$ cat src/rtl/seg_scan_ctrl_pkg.sv
// Shared board header for the Nexys3 7-segment display: segment bit order,
// hex glyph table and scan state encodings.
package seg_scan_ctrl_pkg;

    // Bit positions within the {dp,g,f,e,d,c,b,a} segment byte.
    localparam int unsigned SEG_A  = 0;
    localparam int unsigned SEG_B  = 1;
    localparam int unsigned SEG_C  = 2;
    localparam int unsigned SEG_D  = 3;
    localparam int unsigned SEG_E  = 4;
    localparam int unsigned SEG_F  = 5;
    localparam int unsigned SEG_G  = 6;
    localparam int unsigned SEG_DP = 7;

    // Hex glyphs as {g..a}, 1 = lit.
    localparam logic [6:0] HEX7_TABLE [16] = '{
        7'h3F, 7'h06, 7'h5B, 7'h4F, 7'h66, 7'h6D, 7'h7D, 7'h07,
        7'h7F, 7'h6F, 7'h77, 7'h7C, 7'h39, 7'h5E, 7'h79, 7'h71
    };

    typedef enum logic {
        S_ON    = 1'b0,
        S_BLANK = 1'b1
    } scan_state_e;

    function automatic logic [6:0] hex7(input logic [3:0] value);
        return HEX7_TABLE[value];
    endfunction

endpackage

$ cat src/rtl/seg_scan_ctrl_if.sv
// Display request (from the register block or debug mux) and the
// resulting segment/anode pin drive.
interface seg_scan_ctrl_if;

    logic [3:0]  en;
    logic        mode;
    logic [15:0] data_text;
    logic [31:0] data_graphic;
    logic [3:0]  dot;

    logic [7:0]  segment;
    logic [3:0]  anode;
    logic        frame_done;

    modport master (
        output en, mode, data_text, data_graphic, dot,
        input  segment, anode, frame_done
    );

    modport slave (
        input  en, mode, data_text, data_graphic, dot,
        output segment, anode, frame_done
    );

endinterface

$ cat src/rtl/hex7seg_decode.sv
// Combinational hex digit to 7-segment glyph decoder, active-high {g..a}.
module hex7seg_decode
    import seg_scan_ctrl_pkg::*;
(
    input  logic [3:0] value,
    output logic [6:0] seg
);

    assign seg = hex7(value);

endmodule

$ cat src/rtl/seg_scan_ctrl.sv
// Time-multiplexed scan controller for the 4-digit common-anode display.
// A frame-coherent snapshot of the request is shown one digit at a time,
// each ON slot followed by an all-dark slot to suppress ghosting.
module seg_scan_ctrl
    import seg_scan_ctrl_pkg::*;
#(
    parameter int unsigned DIGIT_CYCLES = 100000,
    parameter int unsigned BLANK_CYCLES = 2000,
    parameter int unsigned CNT_BITS     = $clog2(DIGIT_CYCLES)
) (
    input  logic          clk,
    input  logic          rst,
    seg_scan_ctrl_if.slave bus
);

    localparam logic [CNT_BITS-1:0] BLANK_LOAD = CNT_BITS'(BLANK_CYCLES - 1);
    localparam logic [CNT_BITS-1:0] ON_LOAD    = CNT_BITS'(DIGIT_CYCLES - BLANK_CYCLES - 1);

    scan_state_e         state_q;
    logic [CNT_BITS-1:0] cnt_q;
    logic [1:0]          digit_q;
    logic [1:0]          digit_next;

    logic [3:0]          snap_en_q;
    logic                snap_mode_q;
    logic [15:0]         snap_text_q;
    logic [31:0]         snap_graphic_q;
    logic [3:0]          snap_dot_q;

    logic                frame_done_q;
    logic [7:0]          segment_q;
    logic [3:0]          anode_q;

    logic [6:0]          hex_seg;
    logic [7:0]          lit_text;
    logic [7:0]          lit_graphic;

    assign digit_next = digit_q + 2'd1;

    hex7seg_decode u_hex7seg_decode (
        .value (snap_text_q[{digit_q, 2'b00} +: 4]),
        .seg   (hex_seg)
    );

    assign lit_graphic = snap_graphic_q[{digit_q, 3'b000} +: 8];

    // Text-mode pattern for the current digit, dp taken from the snapshot.
    always_comb begin
        lit_text                = '0;
        lit_text[SEG_G:SEG_A]   = hex_seg;
        lit_text[SEG_DP]        = snap_dot_q[digit_q];
    end

    // Slot sequencer: blank/ON down-counter, digit rotation and frame snapshot.
    always_ff @(posedge clk) begin
        if (rst) begin
            state_q        <= S_BLANK;
            cnt_q          <= BLANK_LOAD;
            digit_q        <= 2'd3;
            snap_en_q      <= '0;
            snap_mode_q    <= 1'b0;
            snap_text_q    <= '0;
            snap_graphic_q <= '0;
            snap_dot_q     <= '0;
            frame_done_q   <= 1'b0;
        end else begin
            frame_done_q <= 1'b0;
            case (state_q)
                S_BLANK: begin
                    if (cnt_q == '0) begin
                        state_q <= S_ON;
                        digit_q <= digit_next;
                        cnt_q   <= ON_LOAD;
                        // Wrapping to digit 0 marks the frame boundary.
                        if (digit_next == 2'd0) begin
                            snap_en_q      <= bus.en;
                            snap_mode_q    <= bus.mode;
                            snap_text_q    <= bus.data_text;
                            snap_graphic_q <= bus.data_graphic;
                            snap_dot_q     <= bus.dot;
                            frame_done_q   <= 1'b1;
                        end
                    end else begin
                        cnt_q <= cnt_q - 1'b1;
                    end
                end
                S_ON: begin
                    if (cnt_q == '0) begin
                        state_q <= S_BLANK;
                        cnt_q   <= BLANK_LOAD;
                    end else begin
                        cnt_q <= cnt_q - 1'b1;
                    end
                end
            endcase
        end
    end

    // Registered pin drive, one cycle behind the sequencer state.
    always_ff @(posedge clk) begin
        if (rst) begin
            anode_q   <= 4'hF;
            segment_q <= 8'hFF;
        end else if (state_q != S_ON || !snap_en_q[digit_q]) begin
            anode_q   <= 4'hF;
            segment_q <= 8'hFF;
        end else begin
            anode_q   <= ~(4'b0001 << digit_q);
            segment_q <= snap_mode_q ? ~lit_graphic : ~lit_text;
        end
    end

    assign bus.segment    = segment_q;
    assign bus.anode      = anode_q;
    assign bus.frame_done = frame_done_q;

endmodule

$ cat src/flat_wrapper.sv
// flat-port wrapper written by rule: the top's interface ports become plain ports
module seg_scan_ctrl_flat import seg_scan_ctrl_pkg::*;
#(
    parameter int unsigned DIGIT_CYCLES = 100000,
    parameter int unsigned BLANK_CYCLES = 2000,
    parameter int unsigned CNT_BITS     = $clog2(DIGIT_CYCLES)
)
  (clk, rst, bus_en, bus_mode, bus_data_text, bus_data_graphic, bus_dot, bus_segment, bus_anode, bus_frame_done);
  seg_scan_ctrl_if bus_i ();
  input  logic clk;
  input  logic rst;
  input wire logic [$bits(bus_i.en)-1:0] bus_en;
  input wire logic [$bits(bus_i.mode)-1:0] bus_mode;
  input wire logic [$bits(bus_i.data_text)-1:0] bus_data_text;
  input wire logic [$bits(bus_i.data_graphic)-1:0] bus_data_graphic;
  input wire logic [$bits(bus_i.dot)-1:0] bus_dot;
  output wire logic [$bits(bus_i.segment)-1:0] bus_segment;
  output wire logic [$bits(bus_i.anode)-1:0] bus_anode;
  output wire logic [$bits(bus_i.frame_done)-1:0] bus_frame_done;
  assign bus_i.en = bus_en;
  assign bus_i.mode = bus_mode;
  assign bus_i.data_text = bus_data_text;
  assign bus_i.data_graphic = bus_data_graphic;
  assign bus_i.dot = bus_dot;
  assign bus_segment = bus_i.segment;
  assign bus_anode = bus_i.anode;
  assign bus_frame_done = bus_i.frame_done;
  seg_scan_ctrl #(.DIGIT_CYCLES(DIGIT_CYCLES), .BLANK_CYCLES(BLANK_CYCLES), .CNT_BITS(CNT_BITS)) u_core (.clk(clk), .rst(rst), .bus(bus_i));
endmodule
$ cat config.mk
export PLATFORM = sky130hd
export DESIGN_NAME = seg_scan_ctrl_flat
export DESIGN_NICKNAME = d
export VERILOG_FILES = /design/src/rtl/seg_scan_ctrl_pkg.sv /design/src/rtl/seg_scan_ctrl_if.sv /design/src/rtl/hex7seg_decode.sv /design/src/rtl/seg_scan_ctrl.sv /design/src/flat_wrapper.sv
export SDC_FILE = /design/constraint.sdc
export NUM_CORES = 1
export LEC_CHECK = 0
export BUFFER_PORTS_ARGS = -buffer_cell sky130_fd_sc_hd__buf_2
export CAP_MARGIN = 40
export CORE_UTILIZATION = 56
export DETAILED_ROUTE_END_ITERATION = 8
export GPL_ROUTABILITY_DRIVEN = 0
export PLACE_DENSITY = 0.8
export SYNTH_ARGS = -nofsm -noshare
export SYNTH_HDL_FRONTEND = slang
export SYNTH_SLANG_ARGS = --single-unit
export TNS_END_PERCENT = 20
$ cat constraint.sdc
create_clock -name clk -period 2.9 [get_ports clk]
set_input_delay 0.29 -clock clk [delete_from_list [all_inputs] [get_ports clk]]
set_output_delay 0.29 -clock clk [all_outputs]
set_load 0.02 [all_outputs]
## After elaboration in Yosys (flattened, before gate mapping)

Memories as Yosys holds them, arrays and structs flattened.
Index checks and enable logic that the tools add are counted.

- Bitwise logic cells: 6
- Reductions and logical operators: 8
- Add/subtract/negate cells: 2
- $lt $le $gt $ge: 2
- Shift operators: 3
- Muxes and demuxes: 14

Operators by type and width:

| kind | count |
|---|---|
| 2-to-1 mux 17 bit | 2 |
| case mux 17 bit (2 select lines) | 1 |
| indexed part select 32 x 6 -> 8 bit | 1 |
| zero test 17 bit | 1 |
| subtractor 17 x 1 -> 17 bit (second input constant) | 1 |
| inverter 8 bit | 2 |
| indexed part select 16 x 5 -> 4 bit | 1 |
| 2-to-1 mux 7 bit | 2 |
| 2-to-1 mux 8 bit | 1 |
| greater-or-equal comparator 5 bit (second input constant) | 1 |
| 2-to-1 mux 1 bit | 5 |
| inverter 4 -> 5 bit | 1 |
| binary-select mux 1 bit (select 2 bit) | 2 |
| inverter 4 bit | 1 |
| << shifter 1 x 2 -> 4 bit (first input constant) | 1 |
| less-than comparator 2 x 3 -> 1 bit (second input constant) | 1 |
| AND reduction 3 bit | 1 |
| OR reduction 3 bit | 1 |
| adder 2 x 1 -> 2 bit (second input constant) | 1 |
| zero test 2 bit | 1 |
| inverter 1 bit | 2 |
| case mux 1 bit (2 select lines) | 1 |
| AND reduction 2 bit | 1 |
| OR reduction 2 bit | 1 |
| 2 further kinds | 2 |

- Logic and storage cells: 47
- ROM bits: 112
- Bits in registers: 90
- Bits of input ports: 59
- Memories kept: 1

Memory list:

| name | depth | width | rd ports | clocked after memory_dff | wr ports | RTL line | RTL |
|---|---|---|---|---|---|---|---|
| (no name shown) | 16 | 7 | 1 | 0 | 0 | seg_scan_ctrl_pkg.sv:27 | `return HEX7_TABLE[value];` |

## Depth between registers and ports, before layout

Gate-level depths: netlist (run 1).

- Depth in word-level cells: 7
- Mapped depth: 9

## Cells and area by module

From an unflattened synthesis (run 1), not the netlist that was laid out.

- Cell total of the unflattened synthesis: 473
- Area total of the unflattened synthesis: 4468.0 um^2

Modules (own cells, without submodules):

| module | instances | cells an instance | area each (um^2) |
|---|---|---|---|
| seg_scan_ctrl | 1 | 440 | 4180.3 |
| hex7seg_decode | 1 | 33 | 287.8 |

## Worst setup path before layout (run 1)

No wires, ideal clock.

- Path kind: reg-to-reg
- From: register u_core.digit_q[1]
- To: register u_core.segment_q[3], in the netlist u_core.bus.segment[3]
- Path slack: 0.601 ns
- Arrival: 2.166 ns
- Buffers on the path: 2
- Clock period less this slack: 2.299 ns
- Library setup time: 0.133 ns
- Stages on the path, launching flop included: 10
- Path through: dfxtp_1 -> buf_2 -> buf_1 -> mux4_2 -> inv_1 -> ha_1 -> inv_1 -> mux4_2 -> nand2_1 -> o211ai_1

- Cells in the longest elaborated chain, start to end: 7
- Elaborated cells on any way between the ends: 14
- Classes of those cells: shift (2); mux (5); bitwise (3); reduce/logical (3); memory (1)

Ends and longest elaborated chain:

| what | RTL line | RTL |
|---|---|---|
| from (decl) | seg_scan_ctrl.sv:21 | `logic [1:0] digit_q;` |
| from (signal assigned) | seg_scan_ctrl.sv:72 | `digit_q <= digit_next;` |
| indexed part select 16 x 5 -> 4 bit | seg_scan_ctrl.sv:41 | `.value (snap_text_q[{digit_q, 2'b00} +: 4]),` |
| inverter 4 -> 5 bit (not written as such) | seg_scan_ctrl_pkg.sv:27 |  |
| memory (16 x 7 bit) | - |  |
| 2-to-1 mux 7 bit (not written as such) (2 in series) | seg_scan_ctrl_pkg.sv:27 |  |
| inverter 8 bit | seg_scan_ctrl.sv:109 | `segment_q <= snap_mode_q ? ~lit_graphic : ~lit_text;` |
| 2-to-1 mux 8 bit | seg_scan_ctrl.sv:109 |  |
| to (signal assigned) | seg_scan_ctrl.sv:109 |  |
| to (decl) | seg_scan_ctrl.sv:31 | `logic [7:0] segment_q;` |

Parallel ways exist; a longest one is shown, timed or not. The select of a mux whose other input is x is not followed.
A chain may end at the register's enable or synchronous reset.

## Worst setup path after layout (run 1)

Same ends and word-level chain as after synthesis.

==> flow_summary.yaml, run 1 <==
status:
  status: "completed"
power:
  power.density_mw_per_mm2: 473
  p_int_mw: 1.82
  power_mw: 2.30
  p_leak_nw: 1.83
  ir_drop_uv: 290
  p_seq_frac: 0.540
  p_switching_uw: 485
  pwr-share-clk: 0.417
  pwr-share-comb: 0.043
  swShare: 0.211
critical_path:
  cp-start-kind: "flip-flop"
  cp.depth: 7
  critical_path_class: "flip-flop to flip-flop"
  endpoint: "u_core.bus.segment[3]"
  cp_data_required_time_ns: 3.13
  rr_startpoint: "u_core.digit_q[1]"
  reg2reg_setup_slack_ns: 0.64
  cp_cell_sequence: "mux4_2 -> inv_1 -> ha_1 -> inv_1 -> mux4_2 -> nand2_1 -> o211ai_1"
  rr_endpoint: "u_core.bus.segment[3]"
  slowest_stage: "dfxtp_1"
  crit_buf_inv: 2
  critPathCaptureType: "flip-flop"
  startpoint: "u_core.digit_q[1]"
  cp_data_arrival_time_ns: 2.48
  crit_family: "multiplexers"
  reg2reg_depth: 7
  cpPeakStageDelay_ns: 0.67
  path_max_fanout: 12
cells_and_area:
  drive_above_1_share: 0.224
  fillers: 599
  layout_common_cells: "nand2_1, dfxtp_1, buf_2"
  layout.nets: 576
  final_common_cell: "nand2_1"
  num_antenna_cells: 0
  area_growth_pct: 14.8
floorplan:
  dieArea_mm2: 0.00791
  die_height_um: 89.0
  num_rows: 31
  die_w_um: 89.0
  start_util: 0.581
  core_mm2: 0.00729
  ios: 72
placed_design:
  port_buffers: 71
  hpwlAfterDp_um: 6080
logic_synthesis:
  synth_ff_type: "dfxtp_1"
  synth_async_sr_flop_share: 0
  synth_top_cell_by_area: "dfxtp_1"
  synth_nets: 517
  synth_area_leaders: "dfxtp_1, mux2i_1, nand2_1"
  avgSynthCellArea_um2: 9.52
  synth_edf_count: 0
  synth-simple-area-share: 0.196
  netlist_instances: 445
  synth-xor-area-share: 0.0269
  syn-cell-area_mm2: 0.00424
  seq_area_frac_synth: 0.425
  synthAdderAreaFrac: 0.0384
  synth_top_family_by_area: "multiplexers"
  synth_top_area_frac: 0.425
  yosysWarnings: 0
  synth_cell_types: 47
  ys_ff_latch: 90
  synthMuxAreaShare: 0.217
  synth_compound_area_frac: 0.0470
clock_network:
  h-tree-depth: 3
  cts_setup_buffers: 0
  cts.hold.buffers_added: 0
  clkLatencyLatePin_ns: 0.36
  cts_max_path_buffers: 2
  cts_sinks: 90
  path_clk_slew_ns: 0.09
  post_cts_resized: 0
  cts_made_buffers: 9
  cts-root-buf: "clkbuf_8"
  cts_tree: "yes"
timing:
  maxSlewViolCount: 0
  setup_tns_ns: 0
  fmax_ghz: 0.443
  setup_viol: 0
  period_minus_slack_ns: 2.26
  clock_skew_ns: 0.0120
  finalCritPeriodShare: 0.778
  worstMarginPinSlew_ns: 0.717
  rsz0062_at_grt: "no"
  slew_headroom: 0.517
  hold_viol: 0
global_routing:
  grt.overflow.total: 0
  antenna_found_initial: 0
  grtUsageTotal: 0.232
  grt_start_max_net_pins: 108
  grt_pass1_wl_um: 13900
  grt_pass1_vias: 3088
routing:
  drt-wirelength-per-cell_um: 13.9
  finalWirelength_um: 8430
  drc: 0
  ant_nets: 0
  dr.pass1.iters: 4
  via_count: 3274
  vias_per_cell: 5.38
  first_iter_violations: 148
hold_path:
  hp-class: "input pin to flip-flop"
run:
  cap_violations: 0
## synthesized netlist by cell type, types with 2 or more instances
cell / count
or3_1: 3
o21ai_0: 10
a21oi_1: 4
clkbuf_1: 16
o211ai_1: 3
nand3b_1: 3
nor2_1: 10
buf_2: 4
a211o_1: 2
or4_1: 2
nand2_1: 138
mux4_2: 15
mux2i_1: 57
nor3_1: 5
xor2_1: 5
a21o_1: 2
ha_1: 13
inv_1: 12
buf_4: 2
buf_1: 2
or2_2: 2
nor3_2: 2
or4b_1: 2
nand3_1: 3
buf_6: 5
dfxtp_1: 90
nor4_1: 3
nand4_1: 3
and3_1: 2
xnor2_1: 8
## through the flow
stage,std cells,worst slack (ns),area [µm²],util,hold WS [ns]
final,608,0.644,4860,0.667,0.169
after global routing,608,0.521,4860,0.667,0.158
after detailed placement,592,0.656,4630,0.635,0.401
after CTS,608,0.638,4860,0.667,0.166
after floorplan,445,0.601,4240,-,0.359
after global placement,592,0.800,4630,0.635,0.396
## logic make-up (layout without fill, tap and decap cells)
logic type,Yosys count,in the layout
flip-flops,90,90
buffers and inverters,42,106
adder cells (fa/ha/maj),13,13
XOR/XNOR,13,13
multiplexers,73,73
AND/OR/NAND/NOR,184,184
AO/OA/AOI/OAI,30,30
## tightest hold or removal path: cells and delay by family
kind	cells	cell delay (ns)
AND/OR/NAND/NOR	1	0.05
buffers and inverters	1	0.09
multiplexers	1	0.05
## flip-flops by register name, summed over array words and instances, names as in the netlist, 2 cells and up
signal                 cells
u_core.snap_text_q        16
u_core.bus.segment         8
u_core.bus.anode           4
u_core.cnt_q              17
u_core.snap_graphic_q     32
u_core.digit_q             2
u_core.snap_dot_q          4
u_core.snap_en_q           4
## area by class of cell
type / instances / area (µm²) / area share
clock buffer: 12 / 155 / 0.0319
clock inverter: 4 / 73.8 / 0.0152
inverter: 13 / 50.0 / 0.0103
multi-input combinational: 313 / 2230 / 0.459
sequential: 90 / 1800 / 0.371
tap: 99 / 124 / 0.0255
timing repair buffer: 77 / 425 / 0.0875
## routing by layer
layer	part of all wire	up-vias	GRT usage	wire [µm]
met5	0	-	0	0
met4	0.020	0	0.102	169
met3	0.044	13	0.0489	368
met2	0.49	75	0.390	4130
met1	0.45	1555	0.291	3760
li1	-	1631	-	-
## worst min path at each step
stage,start,endpoint,slack (ns),cells past startpoint
after floorplan,rst,u_core.cnt_q[16],0.36,1
after global placement,u_core.cnt_q[0],u_core.cnt_q[0],0.40,1
after detailed placement,u_core.cnt_q[0],u_core.cnt_q[0],0.40,1
after CTS,bus_data_text[11],u_core.snap_text_q[11],0.17,3
after global routing,bus_data_graphic[31],u_core.snap_graphic_q[31],0.16,3
final,bus_data_graphic[15],u_core.snap_graphic_q[15],0.17,3
## power by group through the flow
stage | logic, mW | clock network [mW] | registers (mW)
floorplan | 0.0491 | 0 | 1.27
finish | 0.0998 | 0.959 | 1.24
detailed placement | 0.100 | 0 | 1.27
global route | 0.113 | 1.03 | 1.24
CTS | 0.101 | 0.972 | 1.24
global placement | 0.0980 | 0 | 1.27
Note: power is estimated with default switching activity, not from simulation.
==> run 2: changes to the inputs <==
--- a/config.mk
+++ b/config.mk
@@ -5,12 +5,13 @@
 export SDC_FILE = /design/constraint.sdc
 export NUM_CORES = 1
 export LEC_CHECK = 0
+export ABC_AREA = 1
 export BUFFER_PORTS_ARGS = -buffer_cell sky130_fd_sc_hd__buf_2
 export CAP_MARGIN = 40
 export CORE_UTILIZATION = 56
 export DETAILED_ROUTE_END_ITERATION = 8
 export GPL_ROUTABILITY_DRIVEN = 0
-export PLACE_DENSITY = 0.8
+export PLACE_DENSITY = 0.79
 export SYNTH_ARGS = -nofsm -noshare
 export SYNTH_HDL_FRONTEND = slang
 export SYNTH_SLANG_ARGS = --single-unit
==> constraint.sdc (replaced) <==
create_clock -name clk -period 2.3 [get_ports clk]
set_input_delay 0.23 -clock clk [delete_from_list [all_inputs] [get_ports clk]]
set_output_delay 0.23 -clock clk [all_outputs]
set_load 0.02 [all_outputs]
==> flow_summary.yaml, run 2 <==
status:
  status: "completed"
timing:
  clock_skew_ns: 0.00813
  slew_headroom: 0.493
  setup_viol: 0
  setup_tns_ns: 0
  period_minus_slack_ns: 1.98
  fmax_ghz: 0.504
  finalCritPeriodShare: 0.863
  worstMarginPinSlew_ns: 0.761
  maxSlewViolCount: 0
  hold_viol: 0
  rsz0062_at_grt: "no"
routing:
  via_count: 4132
  dr.pass1.iters: 5
  vias_per_cell: 4.91
  first_iter_violations: 200
  ant_nets: 0
  finalWirelength_um: 9720
  drt-wirelength-per-cell_um: 11.6
  drc: 0
power:
  power.density_mw_per_mm2: 535
  p_leak_nw: 2.68
  p_switching_uw: 614
  pwr-share-clk: 0.376
  power_mw: 2.64
  p_int_mw: 2.03
  p_seq_frac: 0.592
  ir_drop_uv: 320
  pwr-share-comb: 0.032
  swShare: 0.233
logic_synthesis:
  netlist_instances: 675
  synth_nets: 747
  synth_cell_types: 27
  synth_area_leaders: "dfxtp_1, nand2_1, nor2_1"
  synth_top_cell_by_area: "dfxtp_1"
  yosysWarnings: 0
  yosys-top-cells-count: "nand2_1, nor2_1, dfxtp_1, inv_1, nand3_1"
  syn-cell-area_mm2: 0.00435
  synth_top_area_frac: 0.415
  seq_area_frac_synth: 0.415
  synth_async_sr_flop_share: 0
  ys_ff_latch: 90
  avgSynthCellArea_um2: 6.44
  synth_edf_count: 0
  yosysMostFrequentCell: "nand2_1"
  synth_ff_type: "dfxtp_1"
floorplan:
  dieArea_mm2: 0.00812
  core_mm2: 0.00737
  die_height_um: 90.1
  die_w_um: 90.1
  start_util: 0.590
  num_rows: 31
  ios: 72
cells_and_area:
  drive_above_1_share: 0.136
  largest-register: "u_core.snap_graphic_q"
  largest_reg_flops: 32
  area_growth_pct: 13.6
  num_antenna_cells: 0
  layout.nets: 809
  layout_common_cells: "nand2_1, nor2_1, dfxtp_1"
  multiInputGateArea_mm2: 0.00212
  largestRegisters: "u_core.snap_graphic_q x32, u_core.cnt_q x17, u_core.snap_text_q x16"
  seq_area_mm2: 0.00180
  fillers: 679
  final_common_cell: "nand2_1"
clock_network:
  cts_setup_buffers: 0
  cts-root-buf: "clkbuf_8"
  post_cts_resized: 0
  clkLatencyLatePin_ns: 0.36
  cts_sinks: 90
  h-tree-depth: 3
  cts_made_buffers: 9
  cts_tree: "yes"
  cts.hold.buffers_added: 0
  cts_max_path_buffers: 2
  path_clk_slew_ns: 0.09
global_routing:
  grt_pass1_vias: 3748
  grt.overflow.total: 0
  grt_pass1_wl_um: 16700
  grtUsageTotal: 0.251
  grt_start_max_net_pins: 85
  antenna_found_initial: 0
placed_design:
  hpwlAfterDp_um: 6740
  port_buffers: 71
hold_path:
  hp-class: "input pin to flip-flop"
critical_path:
  cp_data_required_time_ns: 2.55
  cp_data_arrival_time_ns: 2.24
  cp-start-kind: "flip-flop"
  path_max_fanout: 20
  critical_path_class: "flip-flop to flip-flop"
  critPathCaptureType: "flip-flop"
run:
  cap_violations: 0
[run 2: cell count changes in the layout (fill, tap and decap cells not counted), sizes merged, moves of 3 or more]
cell / previous run / this run
nor3: 7 / 0
or3: 3 / 0
inv: 12 / 81
nor4: 4 / 0
nand2: 138 / 217
o211ai: 3 / 6
mux2i: 57 / 0
mux4: 15 / 0
nor2: 10 / 153
nand3: 3 / 37
o21ai: 10 / 14
xnor2: 8 / 3
a21oi: 4 / 20
[run 2: final cells by class]
cell class,instances,share of cell area
Inverter,80,0.0609
Clock inverter,6,0.00811
Sequential cell,90,0.365
Timing Repair Buffer,78,0.0827
Tap cell,99,0.0251
Multi-Input combinational cell,478,0.430
Clock buffer,10,0.0279
[run 2: path summary, 6_finish.rpt]
| path | from | end | slack (ns) | cells after the start |
|---|---|---|---|---|
| hold / removal | bus_data_graphic[0] | u_core.snap_graphic_q[0] | 0.08 | 3 |
| setup reg to reg | u_core.digit_q[0] | u_core.bus.segment[0] | 0.32 | 13 |
| setup / recovery | u_core.digit_q[0] | u_core.bus.segment[0] | 0.32 | 13 |
| hold reg to reg | u_core.cnt_q[0] | u_core.cnt_q[0] | 0.40 | 1 |
[run 2: per-layer routing]
layer  wire length, µm  global-route usage  up-vias
met1              4520               0.343     1793
met2              4360               0.391      148
met4               272              0.0995        0
met5                 0                   0        -
li1                  -                   -     2163
met3               559              0.0474       28
[run 2: power by group through the flow]
stage	clock network, mW	logic [mW]	registers (mW)
after CTS	1.00	0.0850	1.56
after floorplan	0	0.0293	1.60
after global routing	1.08	0.0954	1.56
after global placement	0	0.0829	1.60
final	0.994	0.0844	1.56
after detailed placement	0	0.0844	1.60
[run 2: through the flow]
stage          utilization  cells  worst slack (ns)  cell area, µm²  hold slack [ns]
2_1_floorplan            -    675             0.640            4350            0.302
3_3_place_gp         0.646    825             0.506            4760            0.376
3_5_place_dp         0.646    825             0.395            4760            0.383
4_1_cts              0.670    841             0.379            4930           0.0739
5_1_grt              0.670    841             0.156            4930           0.0802
6_report             0.670    841             0.315            4930           0.0827
[run 2: kinds of logic (layout without fill, tap and decap cells)]
family | after synthesis | count (layout) | synth area share
buf+inv | 107 | 174 | 0.0988
simple gates | 414 | 414 | 0.378
compound gates | 44 | 44 | 0.0570
flops | 90 | 90 | 0.415
xor+xnor | 7 | 7 | 0.0141
fa+ha+maj | 13 | 13 | 0.0374
[run 2: critical path, cell delays in order, from the launching register on]
cell	delay (ns)
dfxtp_1	0.36
buf_4	0.19
inv_2	0.17
nand2_1	0.10
nand3_1	0.06
nand2_1	0.16
inv_1	0.10
ha_1	0.21
inv_1	0.10
nand3_1	0.13
nand3_1	0.12
nand2_1	0.06
nand2_1	0.06
nand2_1	0.06
